`src/rtl/rst_seq_pkg.sv`:
```
// Shared definitions for the reset sequencer.
//  - state_e   : sequencer FSM states (3-bit encoding)
//  - cnt_width : width of the shared down-counter for a given set of cycle counts
//  - Def*      : default cycle constants for the sequencer parameters
package rst_seq_pkg;

  typedef enum logic [2:0] {
    StIdle    = 3'd0,
    StAssert  = 3'd1,
    StRelease = 3'd2,
    StWaitRdy = 3'd3,
    StGap     = 3'd4,
    StDone    = 3'd5,
    StErr     = 3'd6
  } state_e;

  localparam int unsigned DefNumDom  = 4;
  localparam int unsigned DefHoldCyc = 16;
  localparam int unsigned DefGapCyc  = 8;
  localparam int unsigned DefTmoCyc  = 1024;

  // clog2 of the largest interval plus one bit of headroom.
  function automatic int unsigned cnt_width(input int unsigned hold_cyc,
                                            input int unsigned gap_cyc,
                                            input int unsigned tmo_cyc);
    int unsigned m;
    m = hold_cyc;
    if (gap_cyc > m) m = gap_cyc;
    if (tmo_cyc > m) m = tmo_cyc;
    return $clog2(m) + 1;
  endfunction

endpackage

```
`src/rtl/rst_seq_cnt.sv`:
```
// Loadable down-counter with zero flag, used to time the sequencer states.
// Ports:
//  clk      in   clock
//  rst      in   synchronous reset, active-high (clears the count)
//  load     in   load load_val (has priority over dec)
//  dec      in   decrement by one; holds at zero, never wraps
//  load_val in   value to load
//  zero     out  count is zero
module rst_seq_cnt #(
  parameter int unsigned Width = 8
) (
  input  logic             clk,
  input  logic             rst,
  input  logic             load,
  input  logic             dec,
  input  logic [Width-1:0] load_val,
  output logic             zero
);

  logic [Width-1:0] cnt_q, cnt_d;

  always_comb begin
    cnt_d = cnt_q;
    if (load) begin
      cnt_d = load_val;
    end else if (dec && (cnt_q != '0)) begin
      cnt_d = cnt_q - Width'(1);
    end
  end

  always_ff @(posedge clk) begin
    if (rst) begin
      cnt_q <= '0;
    end else begin
      cnt_q <= cnt_d;
    end
  end

  assign zero = (cnt_q == '0);

endmodule

```
`src/rtl/rst_seq_ctrl.sv`:
```
// Reset sequencer. On start_i all domain resets are asserted for HOLD_CYC cycles, then each
// domain is released in index order; the next release waits for the current domain's ready
// plus a GAP_CYC gap. A restart is possible at any time via start_i.
// Optional feature: define RST_SEQ_TIMEOUT_EN to enable a TMO_CYC ready-wait timeout that
// ends in an error state (err_o/err_dom_o). Without it the wait is unbounded and the error
// outputs stay 0.
// Ports:
//  clk          in   system clock
//  rst          in   synchronous reset, active-high
//  start_i      in   single-cycle start pulse
//  dom_ready_i  in   per-domain ready level
//  dom_rst_n_o  out  per-domain reset, active-low, registered
//  busy_o       out  sequence in progress
//  done_o       out  all domains released and ready
//  err_o        out  ready timeout occurred
//  err_dom_o    out  index of the domain that timed out
module rst_seq_ctrl
  import rst_seq_pkg::*;
#(
  parameter int unsigned NUM_DOM  = DefNumDom,
  parameter int unsigned HOLD_CYC = DefHoldCyc,
  parameter int unsigned GAP_CYC  = DefGapCyc,
  parameter int unsigned TMO_CYC  = DefTmoCyc
) (
  input  logic                                           clk,
  input  logic                                           rst,
  input  logic                                           start_i,
  input  logic [NUM_DOM-1:0]                             dom_ready_i,
  output logic [NUM_DOM-1:0]                             dom_rst_n_o,
  output logic                                           busy_o,
  output logic                                           done_o,
  output logic                                           err_o,
  output logic [((NUM_DOM > 1) ? $clog2(NUM_DOM) : 1)-1:0] err_dom_o
);

  localparam int unsigned IdxW = (NUM_DOM > 1) ? $clog2(NUM_DOM) : 1;
  localparam int unsigned CntW = cnt_width(HOLD_CYC, GAP_CYC, TMO_CYC);

  // The counter exits a state when it reads zero, so an N-cycle state loads N-1.
  localparam logic [CntW-1:0] HoldLoad = CntW'(HOLD_CYC - 1);
  localparam logic [CntW-1:0] GapLoad  = CntW'(GAP_CYC - 1);
`ifdef RST_SEQ_TIMEOUT_EN
  localparam logic [CntW-1:0] TmoLoad  = CntW'(TMO_CYC - 1);
`endif
  localparam logic [IdxW-1:0] LastIdx  = IdxW'(NUM_DOM - 1);

  state_e              state_q, state_d;
  logic [IdxW-1:0]     idx_q, idx_d;
  logic [NUM_DOM-1:0]  rst_n_q, rst_n_d;
  logic                busy_q, busy_d;
  logic                done_q, done_d;
  logic                err_q, err_d;
  logic [IdxW-1:0]     err_dom_q, err_dom_d;

  logic                cnt_load, cnt_dec, cnt_zero;
  logic [CntW-1:0]     cnt_val;

  rst_seq_cnt #(
    .Width (CntW)
  ) u_cnt (
    .clk      (clk),
    .rst      (rst),
    .load     (cnt_load),
    .dec      (cnt_dec),
    .load_val (cnt_val),
    .zero     (cnt_zero)
  );

  always_comb begin
    state_d   = state_q;
    idx_d     = idx_q;
    rst_n_d   = rst_n_q;
    busy_d    = busy_q;
    done_d    = done_q;
    err_d     = err_q;
    err_dom_d = err_dom_q;
    cnt_load  = 1'b0;
    cnt_dec   = 1'b0;
    cnt_val   = '0;

    if (start_i) begin
      // Start (or restart from any state) always begins a full sequence.
      state_d  = StAssert;
      idx_d    = '0;
      rst_n_d  = '0;
      busy_d   = 1'b1;
      done_d   = 1'b0;
      err_d    = 1'b0;
      cnt_load = 1'b1;
      cnt_val  = HoldLoad;
    end else begin
      unique case (state_q)
        StAssert: begin
          if (cnt_zero) begin
            state_d  = StRelease;
            cnt_load = 1'b1;
          end else begin
            cnt_dec = 1'b1;
          end
        end
        StRelease: begin
          rst_n_d[idx_q] = 1'b1;
          state_d        = StWaitRdy;
          cnt_load       = 1'b1;
`ifdef RST_SEQ_TIMEOUT_EN
          cnt_val        = TmoLoad;
`endif
        end
        StWaitRdy: begin
          // Only the domain just released is looked at.
          if (dom_ready_i[idx_q]) begin
            if (idx_q == LastIdx) begin
              state_d = StDone;
              busy_d  = 1'b0;
              done_d  = 1'b1;
            end else begin
              state_d  = StGap;
              cnt_load = 1'b1;
              cnt_val  = GapLoad;
            end
          end
`ifdef RST_SEQ_TIMEOUT_EN
          else if (cnt_zero) begin
            state_d   = StErr;
            err_d     = 1'b1;
            err_dom_d = idx_q;
            rst_n_d   = '0;
            busy_d    = 1'b0;
          end else begin
            cnt_dec = 1'b1;
          end
`endif
        end
        StGap: begin
          if (cnt_zero) begin
            state_d  = StRelease;
            idx_d    = idx_q + IdxW'(1);
            cnt_load = 1'b1;
          end else begin
            cnt_dec = 1'b1;
          end
        end
        default: ;
      endcase
    end
  end

  always_ff @(posedge clk) begin
    if (rst) begin
      state_q   <= StIdle;
      idx_q     <= '0;
      rst_n_q   <= '0;
      busy_q    <= 1'b0;
      done_q    <= 1'b0;
      err_q     <= 1'b0;
      err_dom_q <= '0;
    end else begin
      state_q   <= state_d;
      idx_q     <= idx_d;
      rst_n_q   <= rst_n_d;
      busy_q    <= busy_d;
      done_q    <= done_d;
      err_q     <= err_d;
      err_dom_q <= err_dom_d;
    end
  end

  assign dom_rst_n_o = rst_n_q;
  assign busy_o      = busy_q;
  assign done_o      = done_q;
  assign err_o       = err_q;
  assign err_dom_o   = err_dom_q;

endmodule

```
`config.mk`:
```
export PLATFORM = sky130hd
export DESIGN_NAME = rst_seq_ctrl
export DESIGN_NICKNAME = d
export VERILOG_FILES = /design/src/rtl/rst_seq_pkg.sv /design/src/rtl/rst_seq_cnt.sv /design/src/rtl/rst_seq_ctrl.sv
export SDC_FILE = /design/constraint.sdc
export NUM_CORES = 1
export LEC_CHECK = 0
export CAP_MARGIN = 20
export CORE_MARGIN = 10
export CORE_UTILIZATION = 45
export CTS_BUF_LIST = sky130_fd_sc_hd__clkbuf_4 sky130_fd_sc_hd__clkbuf_8
export DETAILED_ROUTE_END_ITERATION = 6
export PLACE_DENSITY = 0.68
export SLEW_MARGIN = 10
export SYNTH_ARGS = -nofsm -noshare
export SYNTH_HDL_FRONTEND = slang
export SYNTH_SLANG_ARGS = --single-unit
```
`constraint.sdc`:
```
create_clock -name clk -period 5.5 [get_ports clk]
set_input_delay 0.55 -clock clk [delete_from_list [all_inputs] [get_ports clk]]
set_output_delay 0.55 -clock clk [all_outputs]
set_load 0.01 [all_outputs]
```
==> reports/metrics.csv <==
stage,metric,value,unit
run_status,outcome,"finished, final reports clean",
global_route,pin count of the biggest net entering global routing,16,
clocking,CTS tree,done,
clocking,CTS Buffer Depth,2,
floorplan,I/O Pins,16,
synth,largest cells by area after synthesis,"dfxtp_1 (34%), ha_1 (4.9%), nor2_1 (4.4%), a21oi_1 (3.9%), nand2_1 (3.8%)",
synth,"FFs w/ async S/R, synth",0,%
global_route,routing usage on met2,19.9,%
synth,average size of a mapped cell,8.14,µm²
route,vias,1173,
global_route,met1 Resource Use GR,14.1,%
global_route,vias in the first global route,1145,
sta,clk_skew,0.00226,ns
sta,"Setup violations, final",0,
pwr,Peak VDD IR,0.136,mV
placement,gpl congestion,0.874,
global_route,first-pass GRT wire length,5.24,mm
route,DRC Markers,0,
worst_setup_path,critical path capture point type,flip-flop,
finish,# diodes,0,
clocking,CTS buffer count,3,
route,DR WL/cell,15.8,µm
clocking,Post-CTS Resized,0,
route,Pre-antenna DRT Iters,4,
sta,post-layout min period,2.47,ns
clocking,H-Tree Depth,1,
floorplan,Die W,73.3,µm
worst_setup_path,crit start category,input port,
floorplan,die area,5370,µm²
hold_path,Hold WC Path Type,reg2reg,
sta,worst slew pin tran,0.731,ns
finish,layout cell share with drive strength beyond 1,5.49,%
synth,"area leader, netlist",dfxtp_1,
sta,Slew HR,50.8,%
floorplan,Rows,19,
synth,number of flops mapped to enable cells by yosys,0,
global_route,GRT Total Usage,11.8,%
clocking,CTS sink count,22,
floorplan,Die Ht,73.3,µm
pwr,pwr/cell area,226,nW/µm²
clocking,"Clk Latency, worst-skew pair",0.32,ns
pwr,leakage,0.490,nW
synth,Yosys warnings,0,
route,routed vias/inst,6.02,
global_route,initial antenna violation count,0,
global_route,final global-route overflow total,0,
clocking,root buffer cell,clkbuf_4,
synth,Post-Syn Instances,157,
synth,"FF+latch count, synth",22,
synth,most common flop cell mapped by yosys,dfxtp_1,
sta,maximum clock frequency,405,MHz
clocking,Post CTS Setup Buffer Count,0,
finish,area grow syn2layout,11.4,%
sta,fin crit share,44.9,%
sta,unrepaired setup endpoints after global routing,no,
worst_setup_path,class of the most critical setup path,in2reg,
worst_setup_path,CP Max Fanout,12,
sta,Final Hold Viols,0,
worst_setup_path,CP arrival,2.71,ns
floorplan,CORE AREA,2730,µm²
sta,Final Max Tran Viols,0,
floorplan,Starting Density,46.8,%
synth,"Distinct cells, synth",40,
worst_setup_path,Critical Path RT,5.74,ns
finish,Final Core Density,52.1,%
route,1st-iter DRT viols,117,
placement,port bufs,12,
global_route,GR peak layer,met2,
synth,post-synth top area share,34.4,%
job,number of max-cap violations,0,
route,ANT nets after route,0,
clocking,"Clk pin slew, worst setup/hold paths",0.13,ns
placement,HPWL after DPL,2.24,mm
synth,register area share after synthesis,34.4,%
route,WL final,3.08,mm
finish,fin nets,177,
global_route,met3 Track Usage GR,2.96,%
clocking,Post-CTS Hold Fix Bufs,0,
synth,post-synth design cell area,1280,µm²
sta,final setup TNS,0,ns
[metrics by stage]
stage	instances	cell area, µm²	hold slack (ns)	total power, W	setup WS [ns]
after floorplan	159	1290	0.442	0.000217	3.53
after global placement	191	1390	0.436	0.000229	2.83
after detailed placement	191	1390	0.454	0.000231	2.73
after global routing	195	1430	0.505	0.000333	2.98
final	195	1430	0.468	0.000322	3.03
after CTS	195	1430	0.471	0.000322	3.05
[critical path, cell delays in order]
cell	delay (ns)
clkdlybuf4s50_1	0.62
or4b_1	0.62
nand2b_4	0.18
or4_1	0.48
a211oi_1	0.26
[cells in the final DEF (no fill, tap or decap), drive strengths merged, types with 4 or more instances in the layout]
master         Yosys  final
inv                8      8
nor3               7      7
a31oi              4      4
nand2             13     13
a21oi             10     10
ha                 5      5
nor2              15     15
dfxtp             22     22
clkbuf             5      4
nand3              4      4
clkdlybuf4s50      0     12
a211oi             5      5
o21ai              9      9
nor4               4      4
or3                5      5
or4                5      5
[routing by layer]
layer / vias up / wire, µm
li1: 582 / -
met5: - / 0
met4: 0 / 42
met3: 5 / 159
met1: 557 / 1400
met2: 29 / 1480
[worst paths after layout]
path,start,to,slack (ns),depth (start not counted)
worst max-delay path,start_i,u_cnt.cnt_q[6]$_SDFFE_PP0P_,3.03,5
worst min-delay path,done_o$_SDFFE_PP0P_,done_o$_SDFFE_PP0P_,0.47,2
worst max register to register,u_cnt.cnt_q[3]$_SDFFE_PP0P_,idx_q[0]$_SDFFE_PP0P_,3.26,4
worst min register to register,done_o$_SDFFE_PP0P_,done_o$_SDFFE_PP0P_,0.47,2
[cells by family (layout without fill, tap and decap cells)]
logic type	after synthesis	count (layout)	share of synthesized area, %
and+or+nand+nor	66	66	27.8
AOI/OAI and AO/OA	38	38	18.9
DFF	22	22	34.4
buffers and inverters	19	24	6.75
adders and majority gates	5	5	4.89
muxes	4	4	4.11
xor gates and xnor gates	2	2	2.84
other	1	3	0.293
[sequential cells by signal, indices dropped and copies added, names as in the netlist]
| signal | count |
|---|---|
| busy_o | 1 |
| dom_rst_n_o | 4 |
| done_o | 1 |
| idx_q | 2 |
| state_q | 3 |
| u_cnt.cnt_q | 11 |
[cell type report]
type | instances | area (µm²)
Sequential cell | 22 | 440
Multi-Input combinational cell | 118 | 759
Inverter | 8 | 30.0
Fill cell | 247 | 1310
Timing Repair Buffer | 12 | 120
Clock buffer | 4 | 36.3
Tap cell | 31 | 38.8
[power by group]
group | switching (W) | internal (W) | total (W)
Combinational | 0.0000317 | 0.0000234 | 0.0000551
Sequential | 0.00000923 | 0.000164 | 0.000174
Clock | 0.0000527 | 0.0000405 | 0.0000932
Total | 0.0000936 | 0.000228 | 0.000322
[cells in the mapped netlist, types with 2 or more instances]
| master | count |
|---|---|
| nand3_1 | 4 |
| nor2_1 | 15 |
| buf_2 | 3 |
| or3_1 | 5 |
| nand2_1 | 13 |
| nor4_1 | 4 |
| a31oi_1 | 4 |
| buf_4 | 3 |
| a21oi_1 | 10 |
| nor3_1 | 7 |
| nor2b_1 | 2 |
| ha_1 | 5 |
| nor4b_1 | 2 |
| o31ai_1 | 3 |
| or4_1 | 5 |
| inv_1 | 8 |
| nand4_1 | 3 |
| a211oi_1 | 5 |
| clkbuf_1 | 5 |
| dfxtp_1 | 22 |
| o21ai_0 | 8 |
| mux2i_1 | 3 |
No activity file was read; power rests on OpenSTA's default activity.
==> variant (config.mk and constraints unchanged) <==
The option `RST_SEQ_TIMEOUT_EN` is turned on by a define.
--- a/src/rtl/rst_seq_ctrl.sv
+++ b/src/rtl/rst_seq_ctrl.sv
@@ -16,2 +16,4 @@
 //  err_dom_o    out  index of the domain that timed out
+`define RST_SEQ_TIMEOUT_EN
+
 module rst_seq_ctrl
Function: no difference found for any inputs over 10 cycles, from zero or initial values and one cycle with rst high; that may be too few to reach the edited logic, so the function may still have changed.
==> variant against the original RTL <==
  * Global-route usage decreased by 0.32 points
  * Power increased by 16%
  * Synthesized area increased by 10%
  * Sequential cell count increased by 3
  * Clock skew increased by 0.00059 ns
  * Register-to-register slack got worse by 0.49 ns
  * Core utilization increased by 1.4 points
  * Via count increased by 10%
  * Hold slack improved by 0.012 ns
  * First-iteration DRC count increased by 17%
  * Setup slack got worse by 0.31 ns
  * Synthesized cell count increased by 4.5%
  * Wire length increased by 9.2%
  * Design area increased by 14%
==> variant: results (changes against the original RTL) <==
RR Endpoint=u_cnt.cnt_q[7]; M1 wire length=1421 um (+1.6%); Max Clk Rate=360.1 MHz (-11%); Area contributors post-synth=dfxtp_1 35%, ha_1 4.4%, a21oi_1 4.3%, nor2_1 4.0%, o21ai_0 3.2%; skew final=0.002847 ns (+0.0005899 ns); layout cells sized above 1=7.910% (+2.4 points); FF-to-FF path depth=5 (+1); I/O Buffers=15 (+3); met2 wire len=1772 um (+20%); Synth Area in XOR/XNOR=1.860% (-0.98 points); cell count after placement=217 (+14%); multiplexer share of the synthesized area=5.314% (+1.2 points); Yosys cell types=42 (+5.0%); delay-heaviest family, CP=compound AO/OA/AOI/OAI gates; drt via density=5.837 (-3.0%); Worst path slowest cell=a2111oi_1; Max VDD drop=0.1166 mV (-14%); reg2reg setup slack=2.77 ns (-0.49 ns); per-cell routed wire length=15.21 um (-3.7%); Placement Setup Slack=2.401 ns (-0.3292 ns); Commonest cells post-synth=25 x dfxtp_1, 15 x nor2_1, 12 x a21oi_1, 10 x nand2_1, 9 x o21ai_0; HPWL after detailed placement=2590 um (+16%); CP Data Arrival Time=2.97 ns (+0.26 ns); Initial DRC Count=137 (+17%); fillers=291 (+18%); gp weighted congestion=0.8612 (-1.4%); Compound-Gate Fraction of Synth Area=24.89% (+6.0 points); status=complete, no violations; Leakage=0.5805 nW (+19%); sequential share of the synthesized area=35.43% (+0.99 points); Worst Setup SP=dom_ready_i[2]
variant: changes by cell type after synthesis, moves of 4 or more:
cell	delta
o22ai_1	+4
a211oi_1	-4
nand2b_1	+6
nand3_1	-4
a31oi_1	-4
nor3_1	-5
variant: power breakdown:
part | internal, mW | total (mW) | switching [mW]
Sequential | 0.190 | 0.200 | 0.0104
Combinational | 0.0396 | 0.0888 | 0.0493
Clock | 0.0333 | 0.0853 | 0.0520
Total | 0.263 | 0.375 | 0.112
variant: layer usage:
metal,track usage [%],up-vias
li1,-,644
met1,13.40,615
met2,20.24,26
met3,2.241,5
met4,3.598,0
met5,0,-
variant: worst max path at each step:
stage	end
after CTS	u_cnt.cnt_q[8]
after global routing	u_cnt.cnt_q[7]
final	u_cnt.cnt_q[7]
after floorplan	u_cnt.cnt_q[9]
after detailed placement	u_cnt.cnt_q[8]
after global placement	u_cnt.cnt_q[7]
variant: kinds of logic after synthesis:
group	after synthesis
buf+inv	13
mux	6
flops	25
xor+xnor	3
fa+ha+maj	5
compound gates	51
simple gates	61
variant: area by class of cell:
| class | instances | area (sq um) | share of cell area [%] |
|---|---|---|---|
| repair buffers | 15 | 150.1 | 9.259 |
| clock buffers | 4 | 30.03 | 1.852 |
| inverters | 7 | 26.28 | 1.620 |
| flip-flops and latches | 25 | 500.5 | 30.86 |
| multi-input cells | 126 | 859.6 | 53.01 |
| well taps | 44 | 55.05 | 3.395 |
variant: worst reg2reg max path, stage by stage (launching register included):
cell and delay, ns:
dfxtp_1 0.53, mux2_2 0.38, o32ai_1 0.57, o211ai_1 0.52, o311ai_0 0.50, a21oi_1 0.11
